===== src/rtl/omega8_pkg.sv =====
// Shared types and constants for the omega8 execute stage: widths, opcodes,
// flag bit positions and sequencing states.
package omega8_pkg;

  localparam int DATA_W = 8;
  localparam int ADDR_W = 3;

  typedef enum logic [3:0] {
    OP_ADD = 4'd0,
    OP_SUB = 4'd1,
    OP_AND = 4'd2,
    OP_OR  = 4'd3,
    OP_XOR = 4'd4,
    OP_SHL = 4'd5,
    OP_SHR = 4'd6,
    OP_MOV = 4'd7,
    OP_CMP = 4'd8,
    OP_LDI = 4'd9
  } opcode_e;

  // o_flags is packed {N,C,Z}
  localparam int FLAG_Z = 0;
  localparam int FLAG_C = 1;
  localparam int FLAG_N = 2;

  typedef enum logic [1:0] {
    S_IDLE = 2'd0,
    S_READ = 2'd1,
    S_EXEC = 2'd2,
    S_WB   = 2'd3
  } state_e;

  // ALU ops plus CMP update the flags; MOV, LDI and the NOP range leave them alone.
  function automatic logic sets_flags(input logic [3:0] op);
    return (op <= OP_SHR) || (op == OP_CMP);
  endfunction

  function automatic logic writes_rd(input logic [3:0] op);
    return (op <= OP_LDI) && (op != OP_CMP);
  endfunction

endpackage


===== src/rtl/alu8.sv =====
// Combinational 8-bit ALU: result and carry for one opcode.
module alu8
  import omega8_pkg::*;
(
  input  logic [DATA_W-1:0] a,
  input  logic [DATA_W-1:0] b,
  input  logic [DATA_W-1:0] imm,
  input  logic [3:0]        opcode,
  output logic [DATA_W-1:0] result,
  output logic              c
);

  always_comb begin
    result = '0;
    c      = 1'b0;
    case (opcode)
      OP_ADD: {c, result} = {1'b0, a} + {1'b0, b};
      OP_SUB, OP_CMP: begin
        result = a - b;
        c      = (a < b);
      end
      OP_AND: result = a & b;
      OP_OR:  result = a | b;
      OP_XOR: result = a ^ b;
      OP_SHL: begin
        result = {a[DATA_W-2:0], 1'b0};
        c      = a[DATA_W-1];
      end
      OP_SHR: begin
        result = {1'b0, a[DATA_W-1:1]};
        c      = a[0];
      end
      OP_MOV: result = a;
      OP_LDI: result = imm;
      default: begin
        result = '0;
        c      = 1'b0;
      end
    endcase
  end

endmodule


===== src/rtl/exec_stage.sv =====
// Four-cycle execute stage: accept, read operands from the register file,
// execute through alu8, then write back and retire.
module exec_stage
  import omega8_pkg::*;
(
  input  logic              i_clk,
  input  logic              i_rst,
  input  logic              i_valid,
  output logic              o_ready,
  input  logic [3:0]        i_opcode,
  input  logic [ADDR_W-1:0] i_rd,
  input  logic [ADDR_W-1:0] i_rs1,
  input  logic [ADDR_W-1:0] i_rs2,
  input  logic [DATA_W-1:0] i_imm,
  output logic [ADDR_W-1:0] o_rf_r_address1,
  output logic [ADDR_W-1:0] o_rf_r_address2,
  input  logic [DATA_W-1:0] i_rf_data1,
  input  logic [DATA_W-1:0] i_rf_data2,
  output logic [ADDR_W-1:0] o_rf_w_address,
  output logic [DATA_W-1:0] o_rf_data,
  output logic              o_rf_write,
  output logic [2:0]        o_flags,
  output logic              o_done
);

  state_e            state_q, state_d;
  logic [3:0]        op_q, op_d;
  logic [ADDR_W-1:0] rd_q, rd_d;
  logic [ADDR_W-1:0] ra1_q, ra1_d;
  logic [ADDR_W-1:0] ra2_q, ra2_d;
  logic [ADDR_W-1:0] waddr_q, waddr_d;
  logic [DATA_W-1:0] imm_q, imm_d;
  logic [DATA_W-1:0] wdata_q, wdata_d;
  logic [2:0]        flags_q, flags_d;
  logic              ready_q, ready_d;
  logic              wr_q, wr_d;
  logic              done_q, done_d;

  logic [DATA_W-1:0] alu_res;
  logic              alu_c;

  alu8 u_alu (
    .a      (i_rf_data1),
    .b      (i_rf_data2),
    .imm    (imm_q),
    .opcode (op_q),
    .result (alu_res),
    .c      (alu_c)
  );

  always_comb begin
    state_d = state_q;
    op_d    = op_q;
    rd_d    = rd_q;
    ra1_d   = ra1_q;
    ra2_d   = ra2_q;
    waddr_d = waddr_q;
    imm_d   = imm_q;
    wdata_d = wdata_q;
    flags_d = flags_q;
    ready_d = ready_q;
    wr_d    = 1'b0;
    done_d  = 1'b0;
    case (state_q)
      S_IDLE: begin
        if (i_valid && ready_q) begin
          op_d    = i_opcode;
          rd_d    = i_rd;
          ra1_d   = i_rs1;
          ra2_d   = i_rs2;
          imm_d   = i_imm;
          ready_d = 1'b0;
          state_d = S_READ;
        end
      end
      S_READ: state_d = S_EXEC;
      // Register-file data for the READ addresses is valid now; wr/done
      // are set up here so they appear as registered pulses during WB.
      S_EXEC: begin
        waddr_d = rd_q;
        wdata_d = alu_res;
        wr_d    = writes_rd(op_q);
        done_d  = 1'b1;
        if (sets_flags(op_q)) begin
          flags_d[FLAG_N] = alu_res[DATA_W-1];
          flags_d[FLAG_C] = alu_c;
          flags_d[FLAG_Z] = (alu_res == '0);
        end
        state_d = S_WB;
      end
      S_WB: begin
        ready_d = 1'b1;
        state_d = S_IDLE;
      end
      default: state_d = S_IDLE;
    endcase
  end

  always_ff @(posedge i_clk or posedge i_rst) begin
    if (i_rst) begin
      state_q <= S_IDLE;
      op_q    <= '0;
      rd_q    <= '0;
      ra1_q   <= '0;
      ra2_q   <= '0;
      waddr_q <= '0;
      imm_q   <= '0;
      wdata_q <= '0;
      flags_q <= '0;
      ready_q <= 1'b1;
      wr_q    <= 1'b0;
      done_q  <= 1'b0;
    end else begin
      state_q <= state_d;
      op_q    <= op_d;
      rd_q    <= rd_d;
      ra1_q   <= ra1_d;
      ra2_q   <= ra2_d;
      waddr_q <= waddr_d;
      imm_q   <= imm_d;
      wdata_q <= wdata_d;
      flags_q <= flags_d;
      ready_q <= ready_d;
      wr_q    <= wr_d;
      done_q  <= done_d;
    end
  end

  assign o_ready         = ready_q;
  assign o_rf_r_address1 = ra1_q;
  assign o_rf_r_address2 = ra2_q;
  assign o_rf_w_address  = waddr_q;
  assign o_rf_data       = wdata_q;
  assign o_rf_write      = wr_q;
  assign o_flags         = flags_q;
  assign o_done          = done_q;

endmodule


===== config.mk =====
export PLATFORM = sky130hd
export DESIGN_NAME = exec_stage
export DESIGN_NICKNAME = d
export VERILOG_FILES = /design/src/rtl/omega8_pkg.sv /design/src/rtl/alu8.sv /design/src/rtl/exec_stage.sv
export SDC_FILE = /design/constraint.sdc
export NUM_CORES = 1
export LEC_CHECK = 0
export ABC_AREA = 1
export CORE_MARGIN = 2
export CORE_UTILIZATION = 45
export DETAILED_ROUTE_END_ITERATION = 8
export DONT_BUFFER_PORTS = 1
export PLACE_DENSITY_LB_ADDON = 0.05
export SYNTH_ARGS = -nofsm -noshare
export SYNTH_HDL_FRONTEND = slang
export SYNTH_SLANG_ARGS = --single-unit

===== constraint.sdc =====
create_clock -name i_clk -period 1.6 [get_ports i_clk]
set_clock_uncertainty 0.1 [all_clocks]
set_input_delay 0.32 -clock i_clk [delete_from_list [all_inputs] [get_ports i_clk]]
set_output_delay 0.32 -clock i_clk [all_outputs]
set_load 0.01 [all_outputs]

# Word-level counts from Yosys, hierarchy flattened

Index checks and enable logic that the tools add are counted.

Register bits after elaboration: 40
Word-level logic and storage cells: 53

Add/subtract/negate cells: 2
Magnitude comparators: 3
Equality and inequality tests: 14
Mux-type cells: 8
Bitwise logic cells: 3
Reduce and logical (&&, ||, !) cells: 11

Operator list:

| cell               | number |
|---|---|
| $pmux 8 s9         | 1 |
| $eq 4x3->1 const B | 4 |
| $add 8x8->9        | 1 |
| $and 8x8->8        | 1 |
| $eq 4x2->1 const B | 2 |
| $eq 4x4->1 const B | 2 |
| $logic_not 8->1    | 1 |
| $lt 8x8->1         | 1 |
| $or 8x8->8         | 1 |
| $pmux 2 s4         | 1 |
| $sub 8x8->8        | 1 |
| $xor 8x8->8        | 1 |
| $reduce_and 2->1   | 3 |
| $eq 2x2->1 const B | 2 |
| $eq 4x1->1 const B | 1 |
| $le 4x3->1 const B | 1 |
| $le 4x4->1 const B | 1 |
| $logic_not 4->1    | 1 |
| $ne 4x4->1 const B | 1 |
| $pmux 1 s4         | 1 |
| $mux 1             | 3 |
| $eq 2x1->1 const B | 1 |
| $logic_and 1x1->1  | 2 |
| $logic_not 2->1    | 1 |
| other kinds (6)    | 6 |

# Longest topological paths before layout

Depth in word-level cells: 4
Mapped depth: 15
Mapped depth without buffers: 14

# By module

Synthesis repeated with hierarchy kept, for this count alone.

Cell total of the unflattened synthesis: 461
Area total of the unflattened synthesis: 3115.5 um^2

Modules (own cells, without submodules):

| module     | times used | cells each | area each (um^2) | sequential area each (um^2) |
|---|---|---|---|---|
| exec_stage | 1          | 187        | 1635.3           | 1002.2 |
| alu8       | 1          | 274        | 1480.2           | 0.0 |

# Worst setup path after synthesis

No wires, ideal clock.

Path kind: input-to-reg
Start point: input port i_rf_data1[0]
End point: register flags_q[1], in the netlist o_flags[1]
Library setup time: 121 ps
Data arrival time: 1649 ps
Data required time: 1379 ps
Slack: -270 ps
Stages on the path: 11
Path buffers: 0
Path through: inv_1 -> ha_1 -> fa_1 -> inv_1 -> nand4_1 -> nand3_1 -> a21oi_1 -> o21ai_0 -> nand2_1 -> o21bai_1 -> nand2_1

Cells in the longest elaborated chain, start to end: 2

Ends and longest elaborated chain:

| item                                             | line                   | source |
|---|---|---|
| start, declared                                  | exec_stage.sv:17       | `input logic [DATA_W-1:0] i_rf_data1,` |
| $add 8x8->9 / $lt 8x8->1 (equally long branches) | alu8.sv:17, alu8.sv:20 |  |
| $pmux 1 s4 *                                     | alu8.sv:16             | `case (opcode)` |
| end signal, assigned                             | exec_stage.sv:122      | `flags_q <= flags_d;` |
| end, declared                                    | exec_stage.sv:34       | `logic [2:0] flags_q, flags_d;` |

Mark *: on every way between the ends. The rest lies on a longest branch, timed or not.
A chain may end at the register's enable or synchronous reset.

# Final worst setup path

Start point: register op_q[2]
End point: register flags_q[0], in the netlist o_flags[0]

Cells in the longest elaborated chain, start to end: 4

Ends and longest elaborated chain:

| item                                            | line                         | source |
|---|---|---|
| start, declared                                 | exec_stage.sv:27             | `logic [3:0] op_q, op_d;` |
| start signal, assigned                          | exec_stage.sv:115            | `op_q <= op_d;` |
| $eq 4x4->1 / $eq 4x1->1 (equally long branches) | omega8_pkg.sv:35, alu8.sv:16 |  |
| $reduce_or 2->1                                 | alu8.sv:16                   |  |
| $pmux 8 s9                                      | alu8.sv:16                   |  |
| $logic_not 8->1                                 | exec_stage.sv:87             | `flags_d[FLAG_Z] = (alu_res == '0);` |

Parallel ways exist; a longest one is shown, timed or not.

==> out/results.tsv <==
stage	metric	value	unit
run_status	outcome	finished with violations	
run_status	violations	setup timing	
yosys	yosys-top-cells-area	dfrtp_1, nand2_1, ha_1	
sta	tns	-0.858	ns
floorplanning	core_area	0.00676	mm2
clocking	clkSinkCount	40	
yosys	synthAdderAreaFrac	12.8	%
layout	insertedDiodeCount	0	
sta	final.setup.worst_slack	-0.176	ns
sta	setup_viol	10	
min_path	holdCritPathClass	primary input to flop	
clocking	cts.clk_slew.worst_paths	0.08	ns
min_path	hold_end	o_rf_r_address1[1]	
layout	final_util	61.5	%
clocking	numCtsBuffers	5	
sta	maxSlewViolCount	0	
floorplanning	fp.dieArea	0.00766	mm2
yosys	synth.mux.area_fraction	0	%
placement	place_congestion	0.860	
yosys	synth_area	0.00314	mm2
setup_path	regToRegSetupSlack	-0.18	ns
sta	worst_pin_slew	0.503	ns
yosys	yosys.area_share.simple	38.6	%
grt	grt_overflow	0	
grt	grt.total_usage	24.5	%
setup_path	timing.rr.start	op_q[2]	
floorplanning	die_h	87.5	um
layout	multi_input_area	0.00211	mm2
power_and_ir_drop	leakage	2.18	nW
yosys	synth.avg_cell_area	6.65	um2
placement	dp_hpwl	6960	um
power_and_ir_drop	vdd_drop_max	0.919	mV
sta	fmax	563	MHz
drt	routed_wl	8810	um
setup_path	cp.arrival	1.91	ns
setup_path	cp_max_fo	8	
setup_path	crit_type	flop to flop	
yosys	yosys.area_share.xor_xnor	0	%
setup_path	required	1.73	ns
power_and_ir_drop	power_density	1630	mW/mm2
placement	numPortBuffers	0	
yosys	syn_nets	543	
drt	antenna_left	0	
layout	fillers	636	
drt	dr.pass1.iters	4	
sta	maxSlewHeadroom	66.4	%
sta	hold_viol	0	
layout	final_cell_mix	nand2_1, buf_4, inv_1	
setup_path	r2r_end	o_flags[0]	
drt	drcViolationCount	0	
sta	period_share	111	%
clocking	clk_path_buf_depth	2	
placement	dp_slack	-0.460	ns
floorplanning	io_pins	63	
min_path	min_delay_path_depth	2	
sta	grt_setup_unrepaired	yes	
layout	regArea	0.00101	mm2
grt	grt_max_degree	41	
yosys	syn_inst	472	
drt	wl_per_cell	14.3	um
placement	place_area	0.00372	mm2
layout	final_nets	606	
yosys	synth_top_family_by_area	simple AND/OR/NAND/NOR gates	
grt	grt_pass1_vias	3123	
floorplanning	initial_utilization	46.4	%
layout	syn2layout_area_growth	32.3	%
setup_path	worst_setup_path_start_kind	flop	
setup_path	r2r_cells	12	
layout	drive_gt1_share	30.6	%
yosys	synth_top_area_share	31.1	%
drt	drt-initial-drc-count	175	
setup_path	end_kind	flop	
layout	final_cell_area	0.00415	mm2
yosys	ys_warn_count	0	
min_path	holdCritStartpoint	i_rs1[1]	
floorplanning	rows	30	
power_and_ir_drop	total_power	0.00679	W
yosys	synth_compound_area_share	7.06	%
yosys	post-synth-top-area-cell	dfrtp_1	
clocking	clockRootBuffer	clkbuf_8	
layout	final_common_cell	nand2_1	
job	drv_cap	0	
clocking	h-tree-depth	2	
floorplanning	die_w	87.5	um
setup_path	crit_start	op_q[2]	
yosys	ys_types	31	
grt	antenna_found_initial	0	
clocking	clkLatencyLatePin	0.29	ns
drt	via_per_inst	5.12	
yosys	yosysSeqAreaShare	31.9	%
yosys	synth-seq-cells	40	
sta	final.min_clock_period	1.78	ns
drt	vias	3156	
clocking	cts_tree	done	
grt	grt_pass1_wl	14700	um
layer usage:
metal / track usage, % / routed length (um)
met5: 0 / 0
met4: 8.25 / 192
met3: 4.08 / 516
met2: 40.1 / 4210
met1: 33.1 / 3890
Yosys cell counts, drive strengths merged:
cell type and number:
nand2 183, inv 60, nor2 46, nand3 43, dfrtp 39, ha 29
o21ai 18, a21oi 12, buf 8, nand4 6, clkbuf 5, nand3b 4
o211ai 4, nor3 3, a31oi 2, fa 2, o21bai 2, and2 1
dfstp 1, nor3b 1, o21a 1, o22ai 1, or2 1
where the power goes:
group	leakage (nW)	switching, W	internal [W]
Combinational	1.63	0.00227	0.00183
Sequential	0.496	0.000507	0.00150
Clock	0.0479	0.000374	0.000304
cells by family after synthesis:
group                      count (synthesis)
and+or+nand+nor                          288
adders and majority gates                 31
buffers and inverters                     73
AOI/OAI and AO/OA                         40
DFF                                       40
worst max-delay path: stages (launching register included):
cell     delay (ns)
dfrtp_2        0.47
inv_4          0.10
nor2_4         0.06
buf_12         0.13
nand3_1        0.07
nand2_1        0.05
nor2_1         0.11
nand3_1        0.09
nor2_1         0.15
nand2_1        0.08
nor2_2         0.12
nand4_1        0.09
nand2_1        0.07
what timing repair did:
action                                  CTS  global route
hold buffers                              1             0
setup buffers                             8             2
cloned                                    0             0
pin swaps                                26            17
hold endpoints to repair                 39             0
resized for setup                        44            38
endpoints found under the setup margin   11            33
state kept, by name, summed over array words and instances, names as in the netlist, 2 cells and up:
register / cells
imm_q: 8
o_flags: 3
o_rf_data: 8
o_rf_r_address1: 3
o_rf_r_address2: 3
o_rf_w_address: 3
op_q: 4
rd_q: 3
state_q: 2
per-stage QoR:
stage,std cells,hold slack [ns]
final,616,0.0356
after global routing,616,0.0228
after CTS,614,0.0322
after detailed placement,597,0.183
after global placement,597,0.187
after floorplan,472,0.334
final cells by class:
| type | count | area share [%] |
|---|---|---|
| tap | 80 | 2.41 |
| inverter | 60 | 6.09 |
| sequential | 40 | 24.3 |
| clock inverter | 3 | 0.452 |
| multi-input combinational | 359 | 50.7 |
| clock buffer | 5 | 1.66 |
| timing repair buffer | 69 | 14.4 |
how the worst max path moves through the flow:
| stage | end | slack (ns) | cells past startpoint |
|---|---|---|---|
| 3_3_place_gp | o_flags[0] | -0.45 | 13 |
| 5_1_grt | o_flags[0] | -0.28 | 13 |
| 3_5_place_dp | o_flags[0] | -0.46 | 13 |
| 6_report | o_flags[0] | -0.18 | 12 |
| 4_1_cts | o_flags[0] | -0.14 | 13 |
| 2_1_floorplan | o_flags[0] | -0.15 | 12 |
(Power assumes the default switching activity.)
